$ cat src/rtl/fp_norm_pkg.sv
// Shared types and width helper for the pipelined FP normaliser.
package fp_norm_pkg;

  typedef enum logic [1:0] {CARRY, ZERO, NORMAL, DENORM} norm_class_e;

  typedef struct packed {
    logic ovf;
    logic den;
    logic zero;
  } norm_flags_t;

  function automatic int lz_w(input int sig_w);
    return $clog2(sig_w + 1);
  endfunction

endpackage

$ cat src/rtl/fp_normalize_pipe_lzc.sv
// Combinational leading-zero counter; an all-zero input returns SIG_W.
module norm_lzc #(
  parameter int SIG_W = 27,
  parameter int LZ_W  = 5
) (
  input  logic [SIG_W-1:0] sig,
  output logic [LZ_W-1:0]  lz
);

  // Ascending scan: the highest set bit is the last to write lz.
  always_comb begin
    lz = LZ_W'(SIG_W);
    for (int unsigned i = 0; i < SIG_W; i++) begin
      if (sig[i]) lz = LZ_W'(SIG_W - 1 - i);
    end
  end

endmodule

$ cat src/rtl/fp_normalize_pipe.sv
// Two-stage FP significand normaliser with valid/ready back-pressure.
// Build option: FP_NORM_STICKY_EN keeps the shifted-out bit as sticky on carry.
module fp_normalize_pipe
  import fp_norm_pkg::*;
#(
  parameter int SIG_W = 27,
  parameter int EXP_W = 8
) (
  input  logic             clk,
  input  logic             rst_n,
  input  logic             in_valid,
  output logic             in_ready,
  input  logic [SIG_W-1:0] in_sig,
  input  logic             in_carry,
  input  logic [EXP_W-1:0] in_exp,
  output logic             out_valid,
  input  logic             out_ready,
  output logic [SIG_W-1:0] out_sig,
  output logic [EXP_W-1:0] out_exp,
  output logic [2:0]       out_flags
);

  localparam int LZ_W = lz_w(SIG_W);
  // Common width wide enough for both lz and exponent, plus one headroom bit.
  localparam int AW   = ((LZ_W > EXP_W) ? LZ_W : EXP_W) + 1;

  logic             s1_valid, s2_valid;
  logic             s1_adv, s2_adv;
  logic [LZ_W-1:0]  in_lz;
  logic [EXP_W-1:0] in_eeff;
  norm_class_e      in_class;

  logic [SIG_W-1:0] s1_sig;
  logic [LZ_W-1:0]  s1_lz;
  logic [EXP_W-1:0] s1_eeff;
  norm_class_e      s1_class;

  logic [AW-1:0]    e_ext, lz_ext, e_inc;
  logic [SIG_W-1:0] nx_sig;
  logic [EXP_W-1:0] nx_exp;
  norm_flags_t      nx_flags, flags_q;

  assign s2_adv    = !s2_valid || out_ready;
  assign s1_adv    = !s1_valid || s2_adv;
  assign in_ready  = s1_adv;
  assign out_valid = s2_valid;
  assign out_flags = flags_q;

  norm_lzc #(.SIG_W(SIG_W), .LZ_W(LZ_W)) u_lzc (.sig(in_sig), .lz(in_lz));

  assign in_eeff = (in_exp == '0) ? EXP_W'(1) : in_exp;

  always_comb begin
    if (in_carry)                         in_class = CARRY;
    else if (in_sig == '0)                in_class = ZERO;
    else if (AW'(in_lz) < AW'(in_eeff))   in_class = NORMAL;
    else                                  in_class = DENORM;
  end

  assign e_ext  = AW'(s1_eeff);
  assign lz_ext = AW'(s1_lz);
  assign e_inc  = e_ext + AW'(1);

  always_comb begin
    nx_sig   = '0;
    nx_exp   = '0;
    nx_flags = '0;
    case (s1_class)
      CARRY: begin
        if (e_inc >= AW'({EXP_W{1'b1}})) begin
          nx_exp       = '1;
          nx_flags.ovf = 1'b1;
        end else begin
          nx_sig = {1'b1, s1_sig[SIG_W-1:1]};
`ifdef FP_NORM_STICKY_EN
          nx_sig[0] = s1_sig[1] | s1_sig[0];
`else
          nx_sig[0] = s1_sig[1];
`endif
          nx_exp = EXP_W'(e_inc);
        end
      end
      ZERO:   nx_flags.zero = 1'b1;
      NORMAL: begin
        nx_sig = s1_sig << s1_lz;
        nx_exp = EXP_W'(e_ext - lz_ext);
      end
      DENORM: begin
        nx_sig       = s1_sig << (e_ext - AW'(1));
        nx_flags.den = 1'b1;
      end
    endcase
  end

  always_ff @(posedge clk) begin
    if (!rst_n) begin
      s1_valid <= 1'b0;
      s2_valid <= 1'b0;
      s1_sig   <= '0;
      s1_lz    <= '0;
      s1_eeff  <= '0;
      s1_class <= ZERO;
      out_sig  <= '0;
      out_exp  <= '0;
      flags_q  <= '0;
    end else begin
      if (s1_adv) begin
        s1_valid <= in_valid;
        if (in_valid) begin
          s1_sig   <= in_sig;
          s1_lz    <= in_lz;
          s1_eeff  <= in_eeff;
          s1_class <= in_class;
        end
      end
      if (s2_adv) begin
        s2_valid <= s1_valid;
        if (s1_valid) begin
          out_sig <= nx_sig;
          out_exp <= nx_exp;
          flags_q <= nx_flags;
        end
      end
    end
  end

endmodule
$ cat config.mk
export PLATFORM = sky130hd
export DESIGN_NAME = fp_normalize_pipe
export DESIGN_NICKNAME = d
export VERILOG_FILES = /design/src/rtl/fp_norm_pkg.sv /design/src/rtl/fp_normalize_pipe_lzc.sv /design/src/rtl/fp_normalize_pipe.sv
export SDC_FILE = /design/constraint.sdc
export NUM_CORES = 1
export LEC_CHECK = 0
export ABC_AREA = 0
export BUFFER_PORTS_ARGS = -buffer_cell sky130_fd_sc_hd__buf_2
export CAP_MARGIN = 40
export CORE_UTILIZATION = 40
export CTS_BUF_LIST = sky130_fd_sc_hd__clkbuf_2
export CTS_CLUSTER_SIZE = 40
export DETAILED_ROUTE_END_ITERATION = 16
export GPL_TIMING_DRIVEN = 0
export SYNTH_ARGS = -nofsm -noshare
export SYNTH_HDL_FRONTEND = slang
export SYNTH_SLANG_ARGS = --single-unit
$ cat constraint.sdc
create_clock -name clk -period 4.7 [get_ports clk]
set_input_delay 0.94 -clock clk [delete_from_list [all_inputs] [get_ports clk]]
set_output_delay 0.94 -clock clk [all_outputs]
set_load 0.1 [all_outputs]
==> results_dict.tcl <==
set metrics [dict create \
    crit_chain "buf_2 > inv_1 > ha_1 > xnor2_1 > o21ai_1 > clkbuf_1 > a31oi_1 > o22a_1 > a311oi_1" \
    setup_viol 0 \
    gp_routability_congestion 0.960 \
    cp.arrival_ns 4.01 \
    postRouteWirelength_um 20800 \
    drive_above_1_share_pct 17.4 \
    drc_errors 0 \
    grt_overflow_total 0 \
    finalSetupTns_ns 0 \
    synth_edf_count 0 \
    place_hpwl_um 16300 \
    dr.pass1.iters 5 \
    seqCellArea_um2 1640 \
    multiInputGateArea_um2 3620 \
    initial_core_util_pct 41.7 \
    cellPowerDensity_nw_per_um2 252 \
    finalCritPeriodShare_pct 74.6 \
    ios 80 \
    cts_buffers 9 \
    cts_root_buf "clkbuf_2" \
    netlist_area_um2 5610 \
    antenna_found_initial 0 \
    nets 871 \
    synth_area_leaders "dfxtp_1 29%, a21oi_1 8.0%, nand2_1 8.0%" \
    path_delay_family "compound AO/OA/AOI/OAI gates" \
    grtUsageTotal_pct 29.2 \
    slowest_stage "o21ai_1" \
    fill_cells 1448 \
    die_h_um 120 \
    cell_internal_pwr_mw 1.00 \
    synth_top_area_share_pct 29.3 \
    crit_buf_inv 3 \
    hold_class "reg2reg" \
    cp.required_ns 5.20 \
    grt_setup_unrepaired "false" \
    p_clk_share_pct 23.3 \
    p_leak_nw 2.64 \
    grt_max_degree 14 \
    slew_headroom_pct 38.9 \
    cts_hold_buf 0 \
    clk_pin_slew_ns 0.23 \
    synth_cell_type_count 74 \
    end_kind "register" \
    async_flop_share_pct 0 \
    netlist_instances 727 \
    skew_ns 0.0275 \
    synth-main-ff-cell "dfxtp_1" \
    crit_cells 9 \
    fin_util_pct 47.1 \
    slew_viol_final 0 \
    row_count 42 \
    reg2reg_depth 9 \
    syn_nets 780 \
    cts_tree "yes" \
    p_sw_uw 598 \
    clock_sinks 82 \
    wl_per_cell_um 20.8 \
    cpPeakStageDelay_ns 0.72 \
    crit_fanout 10 \
    tightest_slew_ns 0.910 \
    yosysWarnings 0 \
    dr_total_vias 5930 \
    routed_via_density 5.94 \
    port-buffer-count 79 \
    cap_violations 0 \
    dieArea_um2 14500 \
    areaGrowthSynthToFinish_pct 13.0 \
    die_w_um 120 \
    core_um2 13500 \
    diodes 0 \
    yosysSeqAreaShare_pct 29.3 \
    worstSetupPathType "reg2reg" \
    seq_power_share_pct 47.4 \
    irDropWorstVdd_mv 0.109 \
    worst_setup_path_start_kind "register" \
    grt_pass1_wl_um 31800 \
    cts_resized 0 \
    syn_area_per_cell_um2 7.71 \
    max_clock_freq_ghz 0.285 \
    switching_share_pct 37.4 \
    hold_violations 0 \
    yosys.area.top_type "dfxtp_1" \
    clock_latency_ns 0.59 \
    hold_path_depth 2 \
    grt_pass1_vias 5457 \
    pwr-share-comb_pct 29.3 \
    dr.first_iter.drc_count 531 \
    ys_ff_latch 82 \
    status "finished, final reports clean" \
    clockBufferDepth 2 \
    fin_crit_ns 3.51 \
    drtAntennaViolNets 0 \
    htree_levels 3 \
    postCtsSetupRepairBufs 0 \
]
[final cells by class]
| class | instances | share of cell area [%] |
|---|---|---|
| multi-input combinational | 570 | 57.2 |
| buffer | 53 | 4.13 |
| clock buffer | 10 | 0.790 |
| clock inverter | 5 | 0.889 |
| timing repair buffer | 80 | 6.32 |
| tap | 176 | 3.48 |
| inverter | 22 | 1.30 |
| sequential | 82 | 25.9 |
[registers in the layout, indices dropped and copies added, names as in the netlist]
name,cells
out_sig,27
out_flags,3
out_exp,8
s1_lz,5
s1_eeff,8
s1_sig,27
out_valid,1
s1_valid,1
s1_class,2
[power groups by stage]
stage / sequential (mW) / combinational (mW) / clock (mW)
CTS: 0.756 / 0.461 / 0.381
detailed placement: 0.770 / 0.460 / 0
global placement: 0.770 / 0.457 / 0
global route: 0.761 / 0.502 / 0.412
floorplan: 0.794 / 0.284 / 0
finish: 0.758 / 0.469 / 0.372
[Yosys cell counts, types with 9 or more instances]
master,number
ha_1,12
buf_2,13
xnor2_1,9
inv_1,21
nor4_1,11
dfxtp_1,82
nor2_1,45
nand2_1,119
and3_1,14
nand3_1,15
o21ai_0,31
a31oi_1,10
a211oi_1,23
clkbuf_1,29
a21oi_1,90
mux2_2,9
mux2i_1,35
nor3_1,11
[worst paths after layout]
kind                               to               startpoint  slack [ns]
max          out_sig[16]$_SDFFE_PN0P_  s1_eeff[0]$_SDFFE_PN0P_        1.19
min           out_exp[0]$_SDFFE_PN0P_  out_exp[0]$_SDFFE_PN0P_        0.47
max reg2reg  out_sig[16]$_SDFFE_PN0P_  s1_eeff[0]$_SDFFE_PN0P_        1.19
min reg2reg   out_exp[0]$_SDFFE_PN0P_  out_exp[0]$_SDFFE_PN0P_        0.47
[worst register-to-register path: stages (launching register included)]
cell and delay [ns]:
dfxtp_1 0.45, buf_2 0.24, inv_1 0.13, ha_1 0.29
xnor2_1 0.16, o21ai_1 0.72, clkbuf_1 0.60, a31oi_1 0.30
o22a_1 0.27, a311oi_1 0.26
[placed cells by master (no fill, tap or decap), types with 5 or more instances in the layout]
master | netlist | routed
nor4_1 | 11 | 11
xnor2_1 | 9 | 9
nand2b_1 | 5 | 5
a2bb2oi_1 | 6 | 6
mux2i_1 | 35 | 35
dfxtp_1 | 82 | 82
a311oi_1 | 5 | 5
nor2b_1 | 5 | 5
nand3_1 | 15 | 15
a22oi_1 | 7 | 7
mux4_2 | 6 | 6
and2_1 | 8 | 8
a31oi_1 | 10 | 10
ha_1 | 12 | 12
a21o_1 | 7 | 7
clkbuf_2 | 0 | 10
inv_1 | 21 | 21
buf_2 | 13 | 93
mux2_2 | 9 | 9
nand2_1 | 119 | 119
nor2_1 | 45 | 45
and3_1 | 14 | 14
o21ai_0 | 31 | 31
a211oi_1 | 23 | 23
clkbuf_1 | 29 | 29
o31ai_1 | 8 | 8
a21oi_1 | 90 | 90
nor3_1 | 11 | 11
[cells by family after synthesis]
| family | count (synthesis) | synth area share [%] |
|---|---|---|
| simple gates | 255 | 21.0 |
| flops | 82 | 29.3 |
| xor+xnor | 13 | 2.03 |
| compound gates | 239 | 28.0 |
| buf+inv | 75 | 6.14 |
| fa+ha+maj | 13 | 3.03 |
| mux | 50 | 10.5 |
[layer usage]
layer / track usage [%] / part of all wire (%) / vias to the layer above
li1: - / - / 2858
met1: 42.2 / 48 / 2788
met2: 44.5 / 43 / 256
met3: 4.39 / 7.1 / 28
met4: 9.26 / 2.0 / 0
met5: 0 / 0 / -
[metrics by stage]
stage / power, mW / hold slack (ns) / worst slack, ns / std cells / area (µm²)
after floorplan: 1.08 / 0.449 / 1.72 / 727 / 5610
after global placement: 1.23 / 0.432 / 0.971 / 982 / 6220
after detailed placement: 1.23 / 0.438 / 1.29 / 983 / 6230
after CTS: 1.60 / 0.469 / 1.26 / 998 / 6330
after global routing: 1.67 / 0.494 / 1.02 / 998 / 6330
final: 1.60 / 0.466 / 1.19 / 998 / 6330
(Power assumes the default switching activity.)
